--- src/rtl/pc_select.sv ---
// Fetch-side PC resolver and F pipeline register for the Y86-64 pipeline.
// Optional redirect statistics counters are built when PC_SEL_STATS_EN is defined.
module pc_select #(
  parameter logic [63:0] RESET_PC = 64'd0,
  parameter int          CNT_W    = 32
) (
  input  logic              clk,
  input  logic              rst_n,
  input  logic [63:0]       predPC,
  input  logic [3:0]        f_icode,
  input  logic              F_stall,
  input  logic [3:0]        M_icode,
  input  logic              M_Cnd,
  input  logic [63:0]       M_valA,
  input  logic [3:0]        W_icode,
  input  logic [63:0]       W_valM,
  output logic [63:0]       f_pc,
  output logic [63:0]       F_predPC,
  output logic              mispredict,
  output logic              ret_redirect,
  output logic              ret_stall,
  output logic [CNT_W-1:0]  mispred_count,
  output logic [CNT_W-1:0]  ret_count
);

  localparam logic [3:0] IJXX = 4'd7;
  localparam logic [3:0] IRET = 4'd9;

  typedef enum logic {RUN, RET_WAIT} state_t;

  state_t      r_state;
  logic [63:0] r_pred_pc;
  logic        w_mispredict;
  logic        w_ret_redirect;

  assign w_mispredict   = (M_icode == IJXX) && !M_Cnd;
  assign w_ret_redirect = (W_icode == IRET);

  assign mispredict   = w_mispredict;
  assign ret_redirect = w_ret_redirect;
  assign F_predPC     = r_pred_pc;

  // M-stage correction squashes a same-cycle ret redirect from W.
  always_comb begin
    if (w_mispredict)
      f_pc = M_valA;
    else if (w_ret_redirect)
      f_pc = W_valM;
    else
      f_pc = r_pred_pc;
  end

  assign ret_stall = (r_state == RET_WAIT) && !w_ret_redirect;

  always_ff @(posedge clk or negedge rst_n) begin
    if (!rst_n) begin
      r_pred_pc <= RESET_PC;
    end else if (!F_stall) begin
      r_pred_pc <= predPC;
    end
  end

  // F_stall only gates the entry condition; it never freezes the FSM.
  always_ff @(posedge clk or negedge rst_n) begin
    if (!rst_n) begin
      r_state <= RUN;
    end else begin
      case (r_state)
        RUN: begin
          if ((f_icode == IRET) && !F_stall && !w_mispredict)
            r_state <= RET_WAIT;
        end
        RET_WAIT: begin
          if (w_mispredict || w_ret_redirect)
            r_state <= RUN;
        end
        default: r_state <= RUN;
      endcase
    end
  end

`ifdef PC_SEL_STATS_EN
  logic [CNT_W-1:0] r_mispred_cnt;
  logic [CNT_W-1:0] r_ret_cnt;

  always_ff @(posedge clk or negedge rst_n) begin
    if (!rst_n) begin
      r_mispred_cnt <= '0;
      r_ret_cnt     <= '0;
    end else begin
      if (w_mispredict && (r_mispred_cnt != '1))
        r_mispred_cnt <= r_mispred_cnt + 1'b1;
      if (w_ret_redirect && !w_mispredict && (r_ret_cnt != '1))
        r_ret_cnt <= r_ret_cnt + 1'b1;
    end
  end

  assign mispred_count = r_mispred_cnt;
  assign ret_count     = r_ret_cnt;
`else
  assign mispred_count = '0;
  assign ret_count     = '0;
`endif

endmodule

--- config.mk ---
export PLATFORM = sky130hd
export DESIGN_NAME = pc_select
export DESIGN_NICKNAME = d
export VERILOG_FILES = /design/src/rtl/pc_select.sv
export SDC_FILE = /design/constraint.sdc
export NUM_CORES = 1
export LEC_CHECK = 0
export CAP_MARGIN = 20
export CORE_AREA = 2 2 155 157
export CTS_BUF_LIST = sky130_fd_sc_hd__clkbuf_8
export CTS_CLUSTER_SIZE = 14
export DETAILED_ROUTE_END_ITERATION = 10
export DIE_AREA = 0 0 157 159
export DONT_BUFFER_PORTS = 1
export GPL_TIMING_DRIVEN = 0
export PLACE_DENSITY_LB_ADDON = 0.1
export SYNTH_ARGS = -nofsm -noshare
export SYNTH_HDL_FRONTEND = slang
export SYNTH_SLANG_ARGS = --single-unit
--- constraint.sdc ---
create_clock -name clk -period 2.2 [get_ports clk]
set_clock_uncertainty 0.15 [all_clocks]
set_input_delay 0.22 -clock clk [delete_from_list [all_inputs] [get_ports clk]]
set_output_delay 0.22 -clock clk [all_outputs]
set_load 0.05 [all_outputs]
Word-level counts from Yosys, hierarchy flattened
Cells that the tools add are included.
{"block": "totals", "inputBits": 208, "ff_bits": 65}
{"block": "classes", "bitwise": 1, "mux": 5, "reduce_logical": 9, "n_eq_ne": 3}
{"op": "2-to-1 mux 64 bit", "n": 2}
{"op": "equality test 4 bit, second input constant", "n": 2}
{"op": "equality test 4 x 3 -> 1 bit, second input constant", "n": 1}
{"op": "logical AND 1 bit", "n": 4}
{"op": "logical NOT 1 bit", "n": 4}
{"op": "2-to-1 mux 1 bit", "n": 2}
{"op": "case mux 1 bit (2 select lines)", "n": 1}
{"op": "logical OR 1 bit", "n": 1}
{"op": "NOT 1 bit", "n": 1}

Logic depth before layout (Yosys ltp)
Gate-level depths: netlist of the first run.
{"block": "logic_depth", "word_depth": 6, "mapped_depth": 5, "mapped_depth_nobuf": 3}

Least setup slack after synthesis of the first run
Ideal clock, no wire load.
{"block": "synth_path", "kind": "input port to output port", "start": "input W_icode[2]", "end": "output f_pc[55]", "t_required_ns": 1.830, "path_buffers": 1, "setup_slack_ns": 0.179, "path_stages": 4, "t_arrival_ns": 1.651, "path_cell_list": "and4bb_4 -> buf_2 -> mux2_2 -> mux2_2"}
{"block": "synth_via", "elab_chain_len": 3}
{"item": "from (decl)", "line_no": "15", "text": "input logic [3:0] W_icode,"}
{"item": "equality test 4 bit", "line_no": "37", "text": "assign w_ret_redirect = (W_icode == IRET);"}
{"item": "via ret_redirect", "line_no": "20", "text": "output logic ret_redirect,"}
{"item": "2-to-1 mux 64 bit", "line_no": "47", "text": "else if (w_ret_redirect)"}
{"item": "2-to-1 mux 64 bit", "line_no": "45", "text": "if (w_mispredict)"}
{"item": "to (decl)", "line_no": "17", "text": "output logic [63:0] f_pc,"}
The timed path passes the listed nets, and every way through them passes these cells.

Worst setup path in the final report of the first run
{"block": "layout_path", "start": "input W_icode[2]", "end": "output f_pc[59]"}
Same word-level chain as after synthesis.

==> Flow_metrics.wiki, run 1 <==
{| class="wikitable"
! Metric !! Value
|-
| Largest net degree at the start of global routing || 66
|-
| Number of sinks on the clock net || 65
|-
| Non-filler cells in the finished layout || slightly above 800
|-
| Slew headroom || between 20% and 30%
|-
| Total routed wirelength || ~15000 um
|-
| Total global routing track utilization || 10.9%
|-
| Final critical delay including setup and external delays || around 2.1 ns
|-
| Total Nets Final || about 700
|-
| Count of final setup violators || 0
|-
| Ant diodes || 0
|-
| Slack of the worst reg-to-reg path || between 0.4 and 0.5 ns
|-
| Synth-to-layout area growth || 33.4%
|-
| Die area || 25000 um2
|-
| DRC || 0
|-
| Setup repair after global routing missed its margin || no
|-
| Largest cells by area after synthesis || sky130_fd_sc_hd__dfrtp_1, sky130_fd_sc_hd__mux2_2, sky130_fd_sc_hd__mux2_4
|-
| Count leader, synth || sky130_fd_sc_hd__mux2_2
|-
| Setup TNS || 0 ns
|-
| Leading area contributor after synthesis || sky130_fd_sc_hd__dfrtp_1
|-
| Instance count of the mapped netlist || between 300 and 400
|-
| End of the worst register-to-register path || r_state$_DFF_PN0_
|-
| Count of max-cap constraint violations || 0
|-
| Die Wd || 157 um
|-
| Cell at the root of the clock tree || sky130_fd_sc_hd__clkbuf_8
|-
| Number of global-route vias before repair || 3257
|-
| Layout cell share with drive strength beyond 1 || around 59%
|-
| Utilization after layout || a little over a quarter
|-
| Pwr Density || roughly 750 nW/um2
|-
| Count of boundary I/O pins || just over 400
|-
| Final period utilization || a little over nine tenths
|-
| Yosys top cell area share || between 30% and 40%
|-
| Measured slew at the worst slew-check pin || approximately 1.1 ns
|-
| Cell depth of the worst flop-to-flop path || 3
|-
| Number of enable flip-flop cells after synthesis || 0
|-
| Crit path arrival time || 1.75 ns
|-
| Category of the critical setup timing path || input pin to output port
|-
| Antenna violations before repair || 0
|-
| Total power after layout || 4.79 mW
|-
| Seq/Total Area, Yosys || between 30% and 40%
|-
| Average wire per cell in the routed design || about 18 um
|-
| Mapped Area || between 4000 and 5000 um2
|-
| Number of instances in the placed design || 733
|-
| Number of vias per cell after detailed routing || between 3 and 4
|-
| Yosys synthesis warning count || 0
|-
| Pre-Repair DR Iteration Count || 4
|-
| Number of different library cells in the post-synthesis netlist || 17
|-
| Launching element type of the critical path || input pin
|-
| Startpoint of the worst register-to-register path || r_state$_DFF_PN0_
|-
| CTS Buffer Depth || 2
|-
| Number of levels in the clock H-tree || 3
|-
| Cells traversed along the worst timing path || and4bb_4 > buf_2 > mux2_2 > mux2_2
|-
| Crit path top cell by count || sky130_fd_sc_hd__mux2_2
|-
| Top cells by instance count after synthesis || sky130_fd_sc_hd__mux2_2, sky130_fd_sc_hd__mux2_4, sky130_fd_sc_hd__dfrtp_1
|-
| Clock tree from TritonCTS || done
|-
| Remaining global-route overflow || 0
|-
| Slowest stage cell on the critical path || sky130_fd_sc_hd__buf_2
|-
| Number of I/O port buffers || 0
|-
| Area of the core || 23200 um2
|-
| Maximum single-stage delay on the critical path || between 0.4 and 0.5 ns
|-
| Final Slew Violations || 0
|-
| Number of synthesized register bits || between 60 and 70
|-
| Combined buffer and inverter count along the critical path || 1
|-
| P_leak || 2.95 nW
|-
| Post-route ant nets || 0
|-
| Share of synthesized registers carrying an async set or reset || between 90% and 100%
|-
| Clock-pin slew on the worst setup and hold paths || approximately 0.080 ns
|-
| Worst Path Required || roughly 1.8 ns
|-
| Worst Hold Class || input pin to asynchronous set/reset pin
|-
| Count of vias placed by the detailed router || about 3100
|-
| Cell family with most CP delay || multiplexers
|-
| Initial cell density of the core || between 20% and 30%
|-
| First-pass GRT wire length || approximately 20000 um
|-
| Die Ht || between 150 and 200 um
|-
| Placement row count || 56
|-
| Initial DRC Count || 38
|-
| Final weighted congestion of routability-driven global placement || between 0.6 and 0.7
|-
| HPWL after detailed placement || 11500 um
|-
| Result of the run || finished, final reports clean
|-
| Element type at the critical path end || output port
|-
| Critical Path Fanout Max || 10
|-
| Top FF cell, synth || sky130_fd_sc_hd__dfrtp_1
|-
| Number of hold-slack violations in the final timing report || 0
|-
| FMAX || roughly 0.47 GHz
|-
| VDD IR max || 0.331 mV
|-
| Number of setup buffers added after CTS || 0
|-
| Clock Latency Late Sink || about 0.36 ns
|-
| Avg Cell Area, Syn || 13.6 um2
|-
| Inserted Clock Buffers || 9
|}
==> per-stage QoR <==
stage	cell area [um2]	setup WS (ns)	hold WS, ns
after floorplan	5000	0.179	-0.226
after global placement	5400	0.0674	-0.222
after detailed placement	5400	0.0336	-0.222
after CTS	6350	0.0498	0.270
after global routing	6360	0.0209	0.257
final	6360	0.0773	0.242
==> placed cells by master, fill, tap and decap left out <==
cell,count
sky130_fd_sc_hd__and4bb_4,1
sky130_fd_sc_hd__buf_1,1
sky130_fd_sc_hd__buf_16,1
sky130_fd_sc_hd__buf_2,13
sky130_fd_sc_hd__buf_4,64
sky130_fd_sc_hd__buf_6,5
sky130_fd_sc_hd__bufinv_16,3
sky130_fd_sc_hd__clkbuf_1,3
sky130_fd_sc_hd__clkbuf_8,10
sky130_fd_sc_hd__clkinv_4,2
sky130_fd_sc_hd__clkinvlp_4,1
sky130_fd_sc_hd__conb_1,64
sky130_fd_sc_hd__dfrtp_1,65
sky130_fd_sc_hd__dlygate4sd3_1,67
sky130_fd_sc_hd__inv_1,1
sky130_fd_sc_hd__mux2_2,112
sky130_fd_sc_hd__mux2_4,80
sky130_fd_sc_hd__nand4_1,1
sky130_fd_sc_hd__nand4bb_1,1
sky130_fd_sc_hd__nor2_1,1
sky130_fd_sc_hd__nor2b_1,1
sky130_fd_sc_hd__nor3_1,1
sky130_fd_sc_hd__o21a_1,1
==> routing by layer <==
| layer | vias to the layer above | global-route usage (%) | share of wire (%) |
|---|---|---|---|
| met5 | - | 0 | 0 |
| met4 | 0 | 3.46 | 1.2 |
| met3 | 15 | 3.65 | 9.7 |
| met2 | 246 | 21.2 | 55 |
| met1 | 1433 | 10.6 | 34 |
| li1 | 1399 | - | - |
==> flip-flops by register name, indices dropped and copies added (netlist names) <==
register / count
F_predPC: 64
r_state: 1
==> what timing repair did <==
item / 4_1_cts / 5_1_grt
endpoints found under the hold margin: 130 / 0
hold buffers: 68 / 0
gates resized for setup: 0 / 0
==> cell families after synthesis <==
family                 share of synthesized area [%]
AOI/OAI and AO/OA                              0.158
and+or+nand+nor                                 1.02
other                                         0.0787
muxes                                           51.7
DFF                                             34.1
buffers and inverters                           12.9
==> where the power goes <==
group / internal (mW) / total [mW] / switching (mW) / leakage, nW
clock network: 0.788 / 1.33 / 0.543 / 0.123
registers: 1.31 / 1.87 / 0.563 / 0.761
logic: 0.600 / 1.59 / 0.992 / 2.06
total: 2.69 / 4.79 / 2.10 / 2.95
==> final cells by class <==
| cell class | count | area [um2] |
|---|---|---|
| sequential | 65 | 1630 |
| tap | 319 | 399 |
| inverter | 1 | 3.75 |
| clock inverter | 6 | 115 |
| clock buffer | 10 | 138 |
| fill | 2418 | 16800 |
| timing repair buffer | 69 | 702 |
| buffer | 85 | 613 |
| multi-input combinational | 263 | 2760 |
==> how the worst max path moves through the flow <==
stage,from,endpoint,slack (ns),cells past startpoint
6_report,W_icode[2],f_pc[59],0.08,4
3_5_place_dp,W_icode[2],r_state$_DFF_PN0_,0.03,4
4_1_cts,F_predPC[1]$_DFFE_PN0N_,f_pc[1],0.05,2
3_3_place_gp,W_icode[2],r_state$_DFF_PN0_,0.07,4
5_1_grt,F_predPC[2]$_DFFE_PN0N_,f_pc[2],0.02,2
2_1_floorplan,W_icode[2],f_pc[55],0.18,4
Note: power is estimated with default switching activity, not from simulation.
==> run 2: changes to the inputs <==
REMOVE_ABC_BUFFERS = 1   (was not set)
==> Flow_metrics.wiki, run 2 (same netlist as run 1, synthesis figures left out) <==
{| class="wikitable"
! Metric !! Value
|-
| Part of the total power dissipated in combinational logic || 36.2% (was 33.2%)
|-
| Result of the run || finished, final reports clean (unchanged)
|-
| Count of max-cap constraint violations || 0 (unchanged)
|-
| Clock Latency Late Sink || 0.35 ns (was 0.36 ns)
|-
| Category of the critical setup timing path || flip-flop to output port (was input pin to output port)
|-
| Most frequent cells in the layout || sky130_fd_sc_hd__dlygate4sd3_1, sky130_fd_sc_hd__mux2_2, sky130_fd_sc_hd__mux2_4, sky130_fd_sc_hd__dfrtp_1, sky130_fd_sc_hd__conb_1 (was sky130_fd_sc_hd__mux2_2, sky130_fd_sc_hd__mux2_4, sky130_fd_sc_hd__dlygate4sd3_1, sky130_fd_sc_hd__dfrtp_1)
|-
| Post-route ant nets || 0 (unchanged)
|-
| Launching element type of the critical path || flip-flop (was input pin)
|-
| Switching share of total power || 44.6% (was 43.8%)
|-
| Post-place instance area || 4880 um2 (was 5400 um2)
|-
| Worst Hold Class || input pin to asynchronous set/reset pin (unchanged)
|-
| Cells traversed along the worst timing path || mux2_2 > mux2_2 (was and4bb_4 > buf_2 > mux2_2 > mux2_2)
|-
| Count of final setup violators || 0 (unchanged)
|-
| CTS Buffer Depth || 2 (unchanged)
|-
| Largest net degree at the start of global routing || 66 (unchanged)
|-
| Number of vias per cell after detailed routing || 3.94 (was 3.78)
|-
| Count of boundary I/O pins || 403 (unchanged)
|-
| Total routed wirelength || 13700 um (was 14500 um)
|-
| Remaining global-route overflow || 0 (unchanged)
|-
| Combined buffer and inverter count along the critical path || 0 (was 1)
|-
| Crit path top cell by count || sky130_fd_sc_hd__mux2_2 (unchanged)
|-
| Slowest stage cell on the critical path || sky130_fd_sc_hd__dfrtp_1 (was sky130_fd_sc_hd__buf_2)
|-
| Max FFs per register || 64 (unchanged)
|-
| Initial DRC Count || 75 (was 38)
|-
| Pre-Repair DR Iteration Count || 4 (unchanged)
|-
| Area of the core || 23200 um2 (unchanged)
|-
| Pwr Density || 702 nW/um2 (was 754 nW/um2)
|-
| Die Ht || 159 um (unchanged)
|-
| FMAX || 0.479 GHz (was 0.471 GHz)
|-
| Startpoint of the worst setup timing path || F_predPC[14]$_DFFE_PN0N_ (was W_icode[2])
|-
| Clock network fraction of design power || 22.7% (was 27.8%)
|-
| Final weighted congestion of routability-driven global placement || 0.601 (was 0.676)
|-
| Number of I/O port buffers || 0 (unchanged)
|-
| Worst Path Required || 1.83 ns (about the same)
|-
| Inserted Clock Buffers || 9 (unchanged)
|-
| Cell family with most CP delay || multiplexers (unchanged)
|-
| Slack of the worst reg-to-reg path || 0.42 ns (was 0.48 ns)
|-
| Final period utilization || 94.9% (was 96.5%)
|-
| Sequential share of power || 41.1% (was 39.0%)
|-
| Final Slew Violations || 0 (unchanged)
|-
| Crit path arrival time || 1.72 ns (was 1.75 ns)
|-
| P_leak || 2.84 nW (was 2.95 nW)
|-
| Slew headroom || 33.7% (was 24.9%)
|-
| Number of sinks on the clock net || 65 (unchanged)
|-
| Maximum single-stage delay on the critical path || 0.59 ns (was 0.41 ns)
|-
| Count of cells resized by post-cts repair || 0 (unchanged)
|-
| Cell at the root of the clock tree || sky130_fd_sc_hd__clkbuf_8 (unchanged)
|-
| Number of levels in the clock H-tree || 3 (unchanged)
|-
| End of the worst register-to-register path || F_predPC[21]$_DFFE_PN0N_ (was r_state$_DFF_PN0_)
|-
| Number of global-route vias before repair || 3533 (was 3257)
|-
| Antenna violations before repair || 0 (unchanged)
|-
| Synth-to-layout area growth || 35.3% (was 33.4%)
|-
| Die area || 25000 um2 (unchanged)
|-
| Critical Path Fanout Max || 3 (was 10)
|-
| Average wire per cell in the routed design || 17.0 um (was 17.8 um)
|-
| End point of the critical path || f_pc[14] (was f_pc[59])
|-
| Count of vias placed by the detailed router || 3179 (was 3093)
|-
| Measured slew at the worst slew-check pin || 0.993 ns (was 1.12 ns)
|-
| Clock-pin slew on the worst setup and hold paths || 0.08 ns (about the same)
|-
| Ant diodes || 0 (unchanged)
|-
| Net Switching || 2.02 mW (was 2.10 mW)
|-
| First-pass GRT wire length || 19600 um (was 20000 um)
|-
| Die Wd || 157 um (unchanged)
|-
| VDD IR max || 0.274 mV (was 0.331 mV)
|-
| DRC || 0 (unchanged)
|-
| Internal power consumption || 2.51 mW (was 2.69 mW)
|-
| Number of hold-slack violations in the final timing report || 0 (unchanged)
|-
| Total global routing track utilization || 10.4% (was 10.9%)
|-
| Setup TNS || 0 ns (unchanged)
|-
| Cell depth of the worst flop-to-flop path || 2 (was 3)
|-
| Clock tree from TritonCTS || done (unchanged)
|-
| Summed area of non-filler cells in the final layout || 6450 um2 (was 6360 um2)
|-
| Most common cell after layout, fill and taps aside || sky130_fd_sc_hd__dlygate4sd3_1 (was sky130_fd_sc_hd__mux2_2)
|-
| Element type at the critical path end || output port (unchanged)
|-
| Total Nets Final || 690 (was 702)
|-
| Number of cells on the critical path || 2 (was 4)
|-
| Setup repair after global routing missed its margin || no (unchanged)
|-
| Startpoint of the worst register-to-register path || F_predPC[21]$_DFFE_PN0N_ (was r_state$_DFF_PN0_)
|-
| HPWL after detailed placement || 9440 um (was 11500 um)
|-
| Layout cell share with drive strength beyond 1 || 44.6% (was 58.5%)
|-
| Initial cell density of the core || 20.5% (unchanged)
|-
| Final critical delay including setup and external delays || 2.09 ns (was 2.12 ns)
|-
| Placement row count || 56 (unchanged)
|}
[run 2: worst min path at each step]
| stage | from | end | slack (ns) | cells after the start |
|---|---|---|---|---|
| final | rst_n | F_predPC[61]$_DFFE_PN0N_ | 0.25 | 2 |
| after global routing | rst_n | F_predPC[55]$_DFFE_PN0N_ | 0.26 | 2 |
| after CTS | rst_n | F_predPC[61]$_DFFE_PN0N_ | 0.22 | 2 |
| after detailed placement | rst_n | F_predPC[55]$_DFFE_PN0N_ | -0.22 | 0 |
| after global placement | rst_n | F_predPC[55]$_DFFE_PN0N_ | -0.22 | 0 |
| after floorplan | rst_n | F_predPC[0]$_DFFE_PN0N_ | -0.23 | 0 |
[run 2: power groups by stage]
stage          Combinational (mW)  Clock [mW]  Sequential [mW]
3_3_place_gp                 1.34           0             1.90
6_report                     1.64        1.03             1.86
2_1_floorplan                1.28           0             1.84
5_1_grt                      1.72        1.19             1.88
3_5_place_dp                 1.34           0             1.89
4_1_cts                      1.64        1.13             1.87
[run 2: final cells by class]
| class | instances | area (um2) |
|---|---|---|
| fill | 2390 | 16700 |
| multi-input combinational | 264 | 2770 |
| sequential | 65 | 1630 |
| timing repair buffer | 141 | 1460 |
| tap | 319 | 399 |
| clock buffer | 10 | 138 |
| clock inverter | 6 | 51.3 |
| inverter | 1 | 3.75 |
[run 2: worst reg2reg max path: stages (launching register included)]
cell and delay [ns]:
sky130_fd_sc_hd__dfrtp_1 0.60, sky130_fd_sc_hd__mux2_2 0.36, sky130_fd_sc_hd__dlygate4sd3_1 0.55
[run 2: per-layer routing]
metal | global-route usage, % | share of wire, %
met2 | 20.7 | 57
met1 | 9.70 | 33
met5 | 0 | 0
met3 | 3.18 | 8.2
met4 | 3.79 | 1.6
[run 2: timing repair]
item	in CTS	in global routing
hold endpoints to repair	130	0
buffers inserted	4	0
setup endpoints to repair	55	0
hold buffers	132	0
[run 2: through the flow]
step           setup WS [ns]  std cells  power, mW  util [%]  hold slack, ns
4_1_cts               0.0314        806       4.63      27.8           0.222
2_1_floorplan          -2.35        329       3.12         -          -0.226
3_5_place_dp          -0.394        653       3.23      21.0          -0.224
6_report               0.111        806       4.53      27.8           0.245
5_1_grt               0.0382        806       4.79      27.8           0.257
3_3_place_gp           -3.56        648       3.23      20.6          -0.223
